--- src/rtl/regfile_sb.sv ---
// Integer register file with a pending-write scoreboard, combinational read ports,
// write-to-read bypass, and a self-zeroing clear sequence after reset.
module regfile_sb #(
    parameter  int XLEN  = 32,
    parameter  int NREGS = 32,
    parameter  int NRD   = 2,
    localparam int AW    = $clog2(NREGS)
) (
    input  logic                  clk,
    input  logic                  rst,
    output logic                  ready,
    input  logic [NRD*AW-1:0]     rs_addr,
    output logic [NRD*XLEN-1:0]   rs_data,
    output logic [NRD-1:0]        rs_pend,
    input  logic                  wr_en,
    input  logic [AW-1:0]         wr_addr,
    input  logic [XLEN-1:0]       wr_data,
    input  logic                  iss_en,
    input  logic [AW-1:0]         iss_addr
);

    typedef enum logic {
        ST_CLEAR = 1'b0,
        ST_RUN   = 1'b1
    } state_e;

    localparam logic [AW-1:0] FIRST_IDX = AW'(1);
    localparam logic [AW-1:0] LAST_IDX  = AW'(NREGS - 1);

    state_e            state_q, state_d;
    logic [AW-1:0]     clr_idx_q, clr_idx_d;
    logic              clr_we;
    logic [NREGS-1:0]  pend_q, pend_d;
    logic [XLEN-1:0]   regs_q [NREGS];

    logic              run;
    logic              wr_fire;

    assign run     = (state_q == ST_RUN);
    assign ready   = run;
    assign wr_fire = run && wr_en && (wr_addr != '0);

    // Clear sequencer: walks indices 1..NREGS-1, then hands over to RUN.
    always_comb begin
        // NOTE: every output of a combinational block gets a default first; a path
        // that leaves one unassigned would infer a latch.
        state_d   = state_q;
        clr_idx_d = clr_idx_q;
        clr_we    = 1'b0;
        case (state_q)
            ST_CLEAR: begin
                clr_we    = 1'b1;
                clr_idx_d = clr_idx_q + FIRST_IDX;
                if (clr_idx_q == LAST_IDX) begin
                    state_d = ST_RUN;
                end
            end
            ST_RUN: begin
                state_d = ST_RUN;
            end
            default: begin
                state_d = ST_CLEAR;
            end
        endcase
    end

    // Scoreboard next state: release on writeback first, so a same-cycle issue wins.
    always_comb begin
        pend_d = pend_q;
        if (run) begin
            if (wr_en) begin
                pend_d[wr_addr] = 1'b0;
            end
            if (iss_en) begin
                pend_d[iss_addr] = 1'b1;
            end
        end
        pend_d[0] = 1'b0;
    end

    always_ff @(posedge clk) begin
        // NOTE: state registers use non-blocking assignments so every flop samples
        // the pre-edge values, independent of statement order.
        if (rst) begin
            state_q   <= ST_CLEAR;
            clr_idx_q <= FIRST_IDX;
            pend_q    <= '0;
        end else begin
            state_q   <= state_d;
            clr_idx_q <= clr_idx_d;
            pend_q    <= pend_d;
        end
    end

    // NOTE: the storage array has no reset branch; zeroing it in parallel would
    // turn it into flops with wide reset fan-out, so the clear sequencer does it.
    always_ff @(posedge clk) begin
        if (!rst) begin
            if (clr_we) begin
                regs_q[clr_idx_q] <= '0;
            end else if (wr_fire) begin
                regs_q[wr_addr] <= wr_data;
            end
        end
    end

    for (genvar i = 0; i < NRD; i++) begin : g_rd
        logic [AW-1:0] addr;
        logic          live;
        logic          hit;

        assign addr = rs_addr[i*AW +: AW];
        assign live = run && (addr != '0);
        assign hit  = wr_en && (wr_addr == addr);

        // A matching writeback both forwards its data and releases the pending bit.
        assign rs_data[i*XLEN +: XLEN] = !live ? '0 : (hit ? wr_data : regs_q[addr]);
        assign rs_pend[i]              = live && pend_q[addr] && !hit;
    end

endmodule

--- config.mk ---
export PLATFORM = sky130hd
export DESIGN_NAME = regfile_sb
export DESIGN_NICKNAME = d
export VERILOG_FILES = /design/src/rtl/regfile_sb.sv
export SDC_FILE = /design/constraint.sdc
export NUM_CORES = 1
export LEC_CHECK = 0
export CAP_MARGIN = 5
export CORE_ASPECT_RATIO = 1.5
export CORE_MARGIN = 1.5
export CORE_UTILIZATION = 29
export CTS_CLUSTER_SIZE = 25
export DETAILED_ROUTE_END_ITERATION = 16
export DONT_BUFFER_PORTS = 1
export GPL_ROUTABILITY_DRIVEN = 0
export PLACE_DENSITY_LB_ADDON = 0.25
export SYNTH_ARGS = -nofsm -noshare
export SYNTH_HDL_FRONTEND = slang
export SYNTH_SLANG_ARGS = --single-unit
--- constraint.sdc ---
create_clock -name clk -period 4.6 [get_ports clk]
set_input_delay 0.46 -clock clk [delete_from_list [all_inputs] [get_ports clk]]
set_output_delay 0.46 -clock clk [all_outputs]
set_load 0.05 [all_outputs]
# Word-level counts from Yosys, hierarchy flattened
# Memory sizes are Yosys's and may differ from the RTL's.
# Cells that the tools add are included.
dict set report op_classes {
  add_sub_neg 1
  n_lt_le_gt_ge 6
  n_eq_ne 3
  n_mux 27
  bitwise_logic 4
  reduce_logical 18
}
# op count
set op_table {}
lappend op_table {{$mux W32} 8}
lappend op_table {{$and A32 B32 Y32} 1}
lappend op_table {{$not A32 Y32} 1}
lappend op_table {{$or A32 B32 Y32} 1}
lappend op_table {{$reduce_or A32 Y1} 1}
lappend op_table {{$lt A5 B6 Y1 const B} 4}
lappend op_table {{$reduce_bool A5 Y1} 3}
lappend op_table {{$mux W1} 13}
lappend op_table {{$logic_and A1 B1 Y1} 12}
lappend op_table {{$bmux W1 S5} 2}
lappend op_table {{$demux W1 S5} 2}
lappend op_table {{$eq A5 B5 Y1} 2}
lappend op_table {{$ge A5 B1 Y1 const B} 2}
lappend op_table {{$add A5 B1 Y5 const B} 1}
lappend op_table {{$eq A5 B5 Y1 const B} 1}
lappend op_table {{$mux W5} 1}
lappend op_table {{$logic_not A1 Y1} 2}
lappend op_table {{$pmux W1 S2} 1}
lappend op_table {{$not A1 Y1} 1}
dict set report totals {
  ff_bits 38
  ram_bits 1024
  in_bits 56
  output_inout_bits 67
  elab_cells 64
  n_memories 1
}
# memory depth width rd rd_clocked_by_memory_dff write_ports line_no
set mem_list {}
lappend mem_list {regs_q 32 32 2 0 1 34} ;# logic [XLEN-1:0] regs_q [NREGS];

# Longest topological paths before layout
dict set report depth {
  word_depth 10
  mapped_depth 10
  ltp_nobuf 5
}

# Worst setup path before layout
# OpenSTA, ideal clock, no wires.
dict set report synth_path {
  kind {register to register}
  startpoint {register state_q (netlist: ready)}
  endpoint {memory regs_q[12][0] (enable)}
  setup_time_ps 421
  arrival_time_ps 3164
  required_ps 4179
  path_slack_ps 1015
  stages_incl_launch_ff 6
  path_buffers 1
  synth_period_minus_slack_ps 3585
  path_cell_list {dfxtp_1 > nand2_1 > a211oi_2 > clkbuf_1 > a21oi_1 > nor2_1}
}
dict set report synth_between {
  elab_chain_cells 8
  word_cells_on_any_way 12
  cone_classes {mux (9); reduce/logical (3)}
}
# item line_no
set synth_rtl {}
lappend synth_rtl {{start: declaration} 30} ;# state_e state_q, state_d;
lappend synth_rtl {{start signal: assignment} 89} ;# state_q <= state_d;
lappend synth_rtl {{$logic_and A1 B1 Y1 (2 in series)} 41} ;# assign wr_fire = run && wr_en && (wr_addr != '0);
lappend synth_rtl {{$mux W1} 101} ;# end else if (wr_fire) begin
lappend synth_rtl {{$mux W1} 99} ;# if (clr_we) begin
lappend synth_rtl {{$mux W1} 98} ;# if (!rst) begin
lappend synth_rtl {{$mux W1 (implied by the code)} 102} ;# regs_q[wr_addr] <= wr_data;
lappend synth_rtl {{$reduce_or A32 Y1 (no line)} -}
lappend synth_rtl {{$mux W5 (no line) or $mux W1 (tied branches)} -}
lappend synth_rtl {{end: declaration} 34}
# Parallel ways exist; a longest one is shown, timed or not.

# Final worst setup path
dict set report layout_path {
  startpoint {register state_q (netlist: ready)}
  endpoint {output port rs_data[28]}
}
dict set report layout_between {
  elab_chain_cells 2
}
# item line_no
set layout_rtl {}
lappend layout_rtl {{$logic_and A1 B1 Y1} 113} ;# assign live = run && (addr != '0);
lappend layout_rtl {{$mux W32} 117} ;# assign rs_data[i*XLEN +: XLEN] = !live ? '0 : (hit ? wr_data : regs_q[addr]);
lappend layout_rtl {{end: declaration} 13} ;# output logic [NRD*XLEN-1:0] rs_data,
# Every way passes these cells.

==> results by group <==
Clocking
  • CTS tree: built
  • Worst skew pair latency: 760 ps
  • Clock slew at reported path FFs: roughly 60 ps
  • CTS Sinks: roughly 1100
  • CTS Root Cell: clkbuf_16
  • Htree depth: 3
  • CTS max path bufs: 3
  • Post-cts resize count: 0
  • CTS Buf Count: between 100 and 150

Pwr
  • PD cells: around 360 nW/um^2
  • Leakage: 17.7 nW
  • Max rail drop VDD: 0.274 mV

STA
  • Fmax: 0.240 GHz
  • Period minus WS final: around 4200 ps
  • Hold Slack: approximately 50 ps
  • Setup TNS: 0 ps
  • Actual slew at the worst max-slew pin: around 1100 ps
  • RSZ-0062 raised after global routing: false
  • Max-slew violation count: 0
  • Count of final hold-check violations: 0
  • Final setup fails: 0
  • Final clock period utilization by the worst path: between 90% and 100%
  • Max-slew headroom: a little over a quarter
  • Layout Skew: between 30 and 40 ps

Global route
  • First-pass GRT wire length: between 200 and 250 mm
  • Largest net degree at the start of global routing: between 300 and 400
  • Antenna violations before repair: 5
  • Total gr overflow: 0
  • Total track usage: slightly below 20%
  • Vias in the first global route: about 32000

Worst setup path
  • Reg-to-reg endpoint: regs_q[28][16]
  • Buffer and inverter count on the worst path: 2
  • R2r setup slk: around 1600 ps
  • CP required: a little over 4000 ps
  • Reg2reg start: ready
  • Crit-path cells: buf_4, a21boi_1, o211ai_1, buf_12, a211oi_1, a211o_1
  • Worst r2r path cells: 6
  • Critical Path AT: about 3700 ps
  • Setup CP Type: flip-flop to primary output
  • Crit. End Element: primary output
  • Top delay family on crit path: compound AO/OA/AOI/OAI gates
  • Slowest library cell on the worst path: a211oi_1
  • Worst setup SP type: flip-flop
  • CP Max Fanout: 31
  • Largest stage delay, worst path: roughly 800 ps

Synthesis
  • Largest cells by area after synthesis: edfxtp_1, mux4_2, mux2i_1
  • Ys flop type: edfxtp_1
  • Area leader, netlist: edfxtp_1
  • Post-synth cell types: 49
  • Post-synth top area share: approximately 60%
  • Post-Synthesis Cells: 2946
  • Synthesized flop and latch total: 1061
  • Mean Syn Cell Area: between 15 and 20 um^2
  • Syn Nets: 3004
  • Warnings from Yosys: 0
  • Count of flip-flops with a built-in enable after synthesis: 1024
  • Cell area after synthesis: approximately 50000 um^2
  • Async S/R FF share, synth: 0%
  • Sequential area share after synthesis: about 62%

Floorplanning
  • Cell Rows: ~190
  • Starting density of the core: 29.1%
  • Die Y: 516 um
  • I/O pin count: 123
  • Core area: 175000 um^2
  • Die Area: roughly 180000 um^2
  • Chip width: between 300 and 400 um

Route
  • DRT Wirelength: 174 mm
  • DRT Pass-1 Iters: 6
  • Antenna Nets Post-Route: 0
  • Via count: between 30000 and 40000
  • First DRT Iteration DRCs: approximately 2800
  • Drt wl/cell: 32.9 um
  • Via density: 5.72
  • DRC viols: 0

Job
  • Max Cap Viol: 0

Final layout
  • Area grow syn2layout: 13.3%
  • Final layout net count: a little under 3000
  • Commonest non-fill, non-tap cell in the layout: edfxtp_1
  • Layout cells sized above 1: 23.3%
  • Commonest cells after routing, fill and taps aside: edfxtp_1, mux4_2, mux2i_1
  • Utilization after layout: around a third
  • Design Area, Final: about 58000 um^2

Placement
  • IO buf count: 0
  • Half-perimeter wire length after placement: around 91 mm
  • Area after DPL: between 50000 and 60000 um^2

Hold path
  • Hold crit path type: input pin to flip-flop
  • Hold path endpoint: pend_q[31]
  • Hold depth: 3
  • Hold wc startpoint: wr_addr[0]

Outcome
  • Status: completed
[metrics by stage]
step / setup WS [ps] / total power (W) / instances
detailed placement: 1260 / 0.0118 / 5079
CTS: 439 / 0.0209 / 5293
global route: 250 / 0.0213 / 5294
global placement: 1290 / 0.0118 / 5079
finish: 435 / 0.0207 / 5294
floorplan: 1010 / 0.0118 / 2946
[per-layer routing]
layer,vias up,share of wire (%),track usage (%)
met1,16600,40,24.9
met2,1035,51,33.8
li1,12400,-,-
met4,2,2.6,5.92
met5,-,0.0063,0
met3,226,5.9,2.88
[registers in the layout (all words and copies together) (netlist names)]
register,count
pend_q,31
clr_idx_q,5
ready,1
regs_q,1024
[how the worst max path moves through the flow]
stage / start / end / slack, ps / cells past startpoint
3_3_place_gp: ready / rs_data[28] / 1290 / 6
6_report: ready / rs_data[28] / 430 / 6
2_1_floorplan: ready / regs_q[12][0] / 1010 / 5
4_1_cts: ready / rs_data[28] / 440 / 6
5_1_grt: ready / rs_data[10] / 250 / 6
3_5_place_dp: ready / rs_data[10] / 1260 / 6
[what timing repair did]
| item | in CTS | in global routing |
|---|---|---|
| hold endpoints to repair | 37 | 0 |
| hold buffers | 14 | 0 |
| setup buffers | 0 | 0 |
[cells by family after synthesis]
family / Yosys count / share of synthesized area (%)
AO/OA/AOI/OAI: 574 / 8.05
multiplexers: 728 / 24.3
AND/OR/NAND/NOR: 316 / 3.07
adder cells (fa/ha/maj): 2 / 0.0492
XOR/XNOR: 12 / 0.207
flip-flops: 1061 / 61.9
buffers and inverters: 253 / 2.37
[cells in the mapped netlist (5+ instances only)]
cell type,instances
buf_1,19
a211o_1,60
nand3_1,8
buf_4,21
o211ai_1,7
nor3b_1,5
nand4_1,5
a22oi_1,58
inv_1,9
o21bai_1,30
xnor2_1,11
a21o_1,7
nand2_1,117
buf_6,6
clkbuf_1,115
a21oi_1,102
nor3_1,11
dfxtp_1,37
edfxtp_1,1024
nor2_1,50
and2_1,32
a31oi_1,8
and3_1,31
nor2b_1,39
o21ai_0,77
buf_2,78
a221oi_1,125
mux4_2,405
a211oi_1,93
mux2i_1,322
nand2b_1,6
[where the power goes]
group / internal (W) / switching, W / leakage [nW]
registers: 0.0105 / 0.0000454 / 8.60
logic: 0.000553 / 0.000496 / 7.37
clock network: 0.00507 / 0.00398 / 1.73
total: 0.0162 / 0.00453 / 17.7
[worst register-to-register path, cell delays in order (launching register included)]
cell	delay, ps
dfxtp_1	330
nand2_1	80
a211oi_4	460
buf_4	610
a31oi_1	340
nor2_4	460
buf_12	350
[area by class of cell]
| cell class | instances | area (um^2) |
|---|---|---|
| clock buffer | 125 | 2810 |
| clock inverter | 75 | 779 |
| sequential | 1061 | 31500 |
| timing repair buffer | 109 | 1180 |
| antenna | 1 | 2.50 |
| tap | 2280 | 2850 |
| multi-input combinational | 1632 | 18400 |
| fill | 16800 | 117000 |
| inverter | 11 | 47.5 |
Power figures use the tool's default switching activity.
